--- src/rtl/regfile_wb_scheduler.sv ---
// Register-file writeback scheduler: arbitrates EX and LSU onto the
// single write port and tracks outstanding loads for issue hazards.
module regfile_wb_scheduler #(
  parameter int MAX_OUTSTANDING = 4,
  parameter int CNT_W = $clog2(MAX_OUTSTANDING + 1)
) (
  input  logic        i_clk,
  input  logic        i_rst_n,
  input  logic        i_issue_vld,
  input  logic [4:0]  i_issue_rs1,
  input  logic [4:0]  i_issue_rs2,
  input  logic        i_issue_use_rs1,
  input  logic        i_issue_use_rs2,
  input  logic [4:0]  i_issue_rd,
  input  logic        i_issue_wr,
  input  logic        i_issue_is_load,
  output logic        o_issue_stall,
  input  logic        i_ex_vld,
  input  logic [4:0]  i_ex_addr,
  input  logic [31:0] i_ex_data,
  output logic        o_ex_rdy,
  input  logic        i_lsu_vld,
  input  logic [4:0]  i_lsu_addr,
  input  logic [31:0] i_lsu_data,
  output logic        o_lsu_rdy,
  output logic        o_rd_wren,
  output logic [4:0]  o_rd_addr,
  output logic [31:0] o_rd_data,
  output logic [31:0] o_pending,
  output logic        o_err
);

  logic             r_ptr_lsu;
  logic             r_lsu_wb;
  logic [CNT_W-1:0] r_cnt;
  logic [31:0]      r_pending;
  logic             r_rd_wren;
  logic [4:0]       r_rd_addr;
  logic [31:0]      r_rd_data;
  logic             r_err;

  logic             w_gnt_ex;
  logic             w_gnt_lsu;
  logic             w_contested;
  logic [4:0]       w_wb_addr;
  logic [31:0]      w_wb_data;
  logic             w_hit_rs1;
  logic             w_hit_rs2;
  logic             w_hit_rd;
  logic             w_full;
  logic             w_stall;
  logic             w_load_acc;
  logic             w_commit_ok;
  logic             w_commit_bad;
  logic [31:0]      w_pend_nxt;
  logic [CNT_W-1:0] w_cnt_nxt;

  // Round-robin arbitration; pointer names the source that wins a tie.
  always_comb begin
    w_contested = i_ex_vld & i_lsu_vld;
    w_gnt_ex    = i_ex_vld & (~i_lsu_vld | ~r_ptr_lsu);
    w_gnt_lsu   = i_lsu_vld & (~i_ex_vld | r_ptr_lsu);
    w_wb_addr   = i_ex_addr;
    w_wb_data   = i_ex_data;
    if (w_gnt_lsu) begin
      w_wb_addr = i_lsu_addr;
      w_wb_data = i_lsu_data;
    end
  end

  // Issue hazard detection against outstanding loads.
  always_comb begin
    w_hit_rs1  = i_issue_use_rs1 & (i_issue_rs1 != 5'd0)
               & r_pending[i_issue_rs1];
    w_hit_rs2  = i_issue_use_rs2 & (i_issue_rs2 != 5'd0)
               & r_pending[i_issue_rs2];
    w_hit_rd   = i_issue_wr & (i_issue_rd != 5'd0)
               & r_pending[i_issue_rd];
    w_full     = (r_cnt == CNT_W'(MAX_OUTSTANDING));
    w_stall    = i_issue_vld & (w_hit_rs1 | w_hit_rs2 | w_hit_rd
               | (i_issue_is_load & w_full));
    w_load_acc = i_issue_vld & ~w_stall & i_issue_is_load
               & i_issue_wr & (i_issue_rd != 5'd0);
  end

  // Scoreboard next state: LSU commit clears, accepted load sets.
  always_comb begin
    w_commit_ok  = r_lsu_wb & r_pending[r_rd_addr] & (r_cnt != '0);
    w_commit_bad = r_lsu_wb & ~w_commit_ok;
    w_pend_nxt   = r_pending;
    if (r_lsu_wb) begin
      w_pend_nxt[r_rd_addr] = 1'b0;
    end
    if (w_load_acc) begin
      w_pend_nxt[i_issue_rd] = 1'b1;
    end
    w_pend_nxt[0] = 1'b0;
    w_cnt_nxt = r_cnt;
    unique case ({w_load_acc, w_commit_ok})
      2'b10:   w_cnt_nxt = r_cnt + CNT_W'(1);
      2'b01:   w_cnt_nxt = r_cnt - CNT_W'(1);
      default: w_cnt_nxt = r_cnt;
    endcase
  end

  // Write port, arbitration pointer and scoreboard state.
  always_ff @(posedge i_clk) begin
    if (!i_rst_n) begin
      r_ptr_lsu <= 1'b0;
      r_lsu_wb  <= 1'b0;
      r_cnt     <= '0;
      r_pending <= '0;
      r_rd_wren <= 1'b0;
      r_rd_addr <= '0;
      r_rd_data <= '0;
      r_err     <= 1'b0;
    end else begin
      if (w_contested) begin
        r_ptr_lsu <= ~r_ptr_lsu;
      end
      if (w_gnt_ex | w_gnt_lsu) begin
        r_rd_addr <= w_wb_addr;
        r_rd_data <= w_wb_data;
      end
      r_rd_wren <= (w_gnt_ex | w_gnt_lsu) & (w_wb_addr != 5'd0);
      r_lsu_wb  <= w_gnt_lsu & (w_wb_addr != 5'd0);
      r_cnt     <= w_cnt_nxt;
      r_pending <= w_pend_nxt;
      if (w_commit_bad) begin
        r_err <= 1'b1;
      end
    end
  end

  assign o_issue_stall = w_stall;
  assign o_ex_rdy      = w_gnt_ex;
  assign o_lsu_rdy     = w_gnt_lsu;
  assign o_rd_wren     = r_rd_wren;
  assign o_rd_addr     = r_rd_addr;
  assign o_rd_data     = r_rd_data;
  assign o_pending     = r_pending;
  assign o_err         = r_err;

endmodule

--- config.mk ---
export PLATFORM = sky130hd
export DESIGN_NAME = regfile_wb_scheduler
export DESIGN_NICKNAME = d
export VERILOG_FILES = /design/src/rtl/regfile_wb_scheduler.sv
export SDC_FILE = /design/constraint.sdc
export NUM_CORES = 1
export LEC_CHECK = 0
export CAP_MARGIN = 25
export CORE_MARGIN = 8
export CORE_UTILIZATION = 40
export CTS_CLUSTER_DIAMETER = 40
export DETAILED_ROUTE_END_ITERATION = 10
export PLACE_DENSITY = 0.8
export SYNTH_ARGS = -nofsm -noshare
export SYNTH_HDL_FRONTEND = slang
export SYNTH_SLANG_ARGS = --single-unit
--- constraint.sdc ---
create_clock -name i_clk -period 3.88 [get_ports i_clk]
set_clock_uncertainty 0.1 [all_clocks]
set_input_delay 0.776 -clock i_clk [delete_from_list [all_inputs] [get_ports i_clk]]
set_output_delay 0.776 -clock i_clk [all_outputs]
set_load 0.01 [all_outputs]
==> qor.csv <==
stage,metric,value,unit
sta,slew_viol_final,0,
floorplanning,die_h,126,um
clock_tree,clk_path_buf_depth,2,
clock_tree,clock_latency,330,ps
clock_tree,cts_buffers,9,
synth,synth_nets,620,
place,detailed_place_hpwl,13500,um
floorplanning,chipWidth,126,um
final_layout,stdcell_area,0.00709,mm2
grt,grt_pass1_wl,28400,um
final_layout,final_common_cell,clkdlybuf4s50_1,
clock_tree,tritoncts,built,
floorplanning,die_area,0.0158,mm2
sta,whs,375,ps
setup_path,crit_chain,clkdlybuf4s15_1 -> mux4_2 -> mux4_2 -> o311ai_4 -> o211ai_4 -> o21a_1 -> buf_2,
final_layout,mostFrequentLayoutCells,"clkdlybuf4s50_1, dfxtp_1, o211ai_1, mux2i_1, a21oi_1",
synth,yosys.area.top_type_share,0.312,
synth,synth_area,0.00482,mm2
drt,viasPerCell,6.16,
sta,rsz0062_at_grt,no,
synth,synth-main-ff-cell,dfxtp_1,
drt,route.vias.total,5164,
setup_path,crit_family,multiplexers,
synth,avgSynthCellArea,9.27,um2
power_and_ir_drop,total_leakage_power,2.53,nW
final_layout,nNetsFinal,788,
synth,synth_seq_area_share,0.312,
place,dpl_cell_area,0.00676,mm2
final_layout,stdcell_count,838,
power_and_ir_drop,power.total,2.17,mW
sta,min_period,3710,ps
setup_path,arrival,2840,ps
setup_path,critPathLaunchType,input port,
setup_path,crit_top_cell,mux4_2,
setup_path,crit_type,in -> out,
setup_path,cpMaxStageDelayCell,mux4_2,
synth,yosys_warnings,0,
final_layout,areaGrowthSynthToFinish,47.1,%
grt,grt_max_degree,55,
sta,fmax,0.269,GHz
floorplanning,coreArea,0.0119,mm2
drt,detail-route-antenna-nets,0,
clock_tree,root_buffer,clkbuf_16,
synth,synth_cells,520,
synth,ys_top_cells_by_area,"dfxtp_1, mux4_2, mux2i_1",
clock_tree,cts_max_level,3,
grt,grt.overflow.total,0,
power_and_ir_drop,pwr_density_cell,307,mW/mm2
setup_path,slowest_delay,540,ps
sta,setup_viol,0,
grt,grt_util_all_layers,0.222,
sta,tightest_slew,773,ps
drt,drcViolationCount,0,
power_and_ir_drop,ir_drop,189,uV
grt,grt_antenna_before_repair,0,
floorplanning,ioPinCount,172,
synth,async_flop_share,0,
drt,drt_iter0_markers,449,
setup_path,critPathBufInv,2,
setup_path,end_kind,output pin,
final_layout,final_util,0.595,
setup_path,worstPathRequired,3000,ps
sta,slew-limit-headroom,0.485,
drt,wire_per_inst,21.5,um
synth,synth_cell_type_count,50,
floorplanning,start_util,0.405,
clock_tree,cts_hold_buf,0,
floorplanning,num_rows,40,
final_layout,drive_gt1_frac,0.135,
place,dp.cells,823,
sta,finalCritPeriodShare,0.957,
synth,synth_top_area_cell,dfxtp_1,
final_layout,antennaDiodeCount,0,
drt,routed_wirelength,18000,um
grt,grt_pass1_vias,5302,
worst_hold_path,hold_class,reg -> reg,
clock_tree,cts_sinks,75,
sta,report.final.hold_viol_count,0,
place,port_buffers,170,
drt,first_pass_iters,7,
flow_run,maxCapViolations,0,
run_status,outcome,"finished, final reports clean",
setup_path,cp_max_fo,4,
synth,synth_seq_cells,75,
synth,synth_edf_count,0,
clock_tree,clkTransAtPathRegs,50,ps
place,routabilityCongestion,0.971,
==> repair_timing <==
action,CTS,global route
pin swaps,1,4
buffers inserted,1,0
resized for setup,6,11
endpoints found under the setup margin,3,3
cloned,0,0
==> layout make-up <==
type                    instances  area, um2
multi-input cells             383       3080
flip-flops and latches         75       1500
clock buffers                  11        233
clock inverters                 3       65.1
repair buffers                208       1980
fillers                      1009       4820
well taps                     147        184
inverters                      11       41.3
==> cells by family after synthesis <==
kind of cell,Yosys count,synth area share
AO/OA/AOI/OAI,164,0.247
AND/OR/NAND/NOR,139,0.159
flip-flops,75,0.312
multiplexers,74,0.217
buffers and inverters,62,0.0535
XOR/XNOR,3,0.00545
adder cells (fa/ha/maj),2,0.00675
other,1,0.000778
==> cell usage after synthesis, types with 6 or more instances <==
cell      instances
a21oi_1          38
buf_1             6
clkbuf_1         39
dfxtp_1          75
inv_1            11
mux2i_1          48
mux4_2           24
nand2_1          35
nand2b_1          7
nand3_1          11
nand3b_1         36
nor2_1           25
o211ai_1         63
o21ai_0           7
o31ai_1          15
o41ai_1          16
==> tightest hold or removal path, cell delays in order, from the launching register on <==
cell and delay (ps):
dfxtp_1 320, nand2_1 50, o21ai_0 70
==> per-stage QoR <==
stage          setup WS, ps  setup TNS (ps)
2_1_floorplan          61.6               0
3_3_place_gp           -424           -1300
3_5_place_dp           -505           -1640
4_1_cts                14.1               0
5_1_grt                30.2               0
6_report                165               0
==> path summary, 6_finish.rpt <==
kind,from,end,slack (ps),cells after the start
hold / removal,o_err$_SDFFE_PN0P_,o_err$_SDFFE_PN0P_,370,2
hold reg to reg,o_err$_SDFFE_PN0P_,o_err$_SDFFE_PN0P_,370,2
setup / recovery,i_issue_rs2[0],o_issue_stall,170,7
setup reg to reg,o_pending[7]$_SDFF_PN0_,r_cnt[2]$_SDFFE_PN0P_,560,12
==> where the power goes <==
part           internal (mW)  leakage [nW]  switching (mW)
sequential             0.808         0.615          0.0408
clock                  0.555         0.145           0.302
combinational          0.252          1.77           0.216
total                   1.62          2.53           0.558
==> layer usage <==
| layer | global-route usage | vias up | share of wire |
|---|---|---|---|
| met2 | 0.349 | 331 | 0.45 |
| met5 | 0 | - | 0 |
| met3 | 0.108 | 28 | 0.14 |
| met4 | 0.0750 | 0 | 0.017 |
| met1 | 0.259 | 2441 | 0.40 |
| li1 | - | 2364 | - |
==> flip-flops by register name (all words and copies together), names as in the netlist <==
signal and count:
o_rd_data 32, o_pending 31, o_rd_addr 5, r_cnt 3, o_err 1, o_rd_wren 1, r_lsu_wb 1, r_ptr_lsu 1
Power figures use the tool's default switching activity.
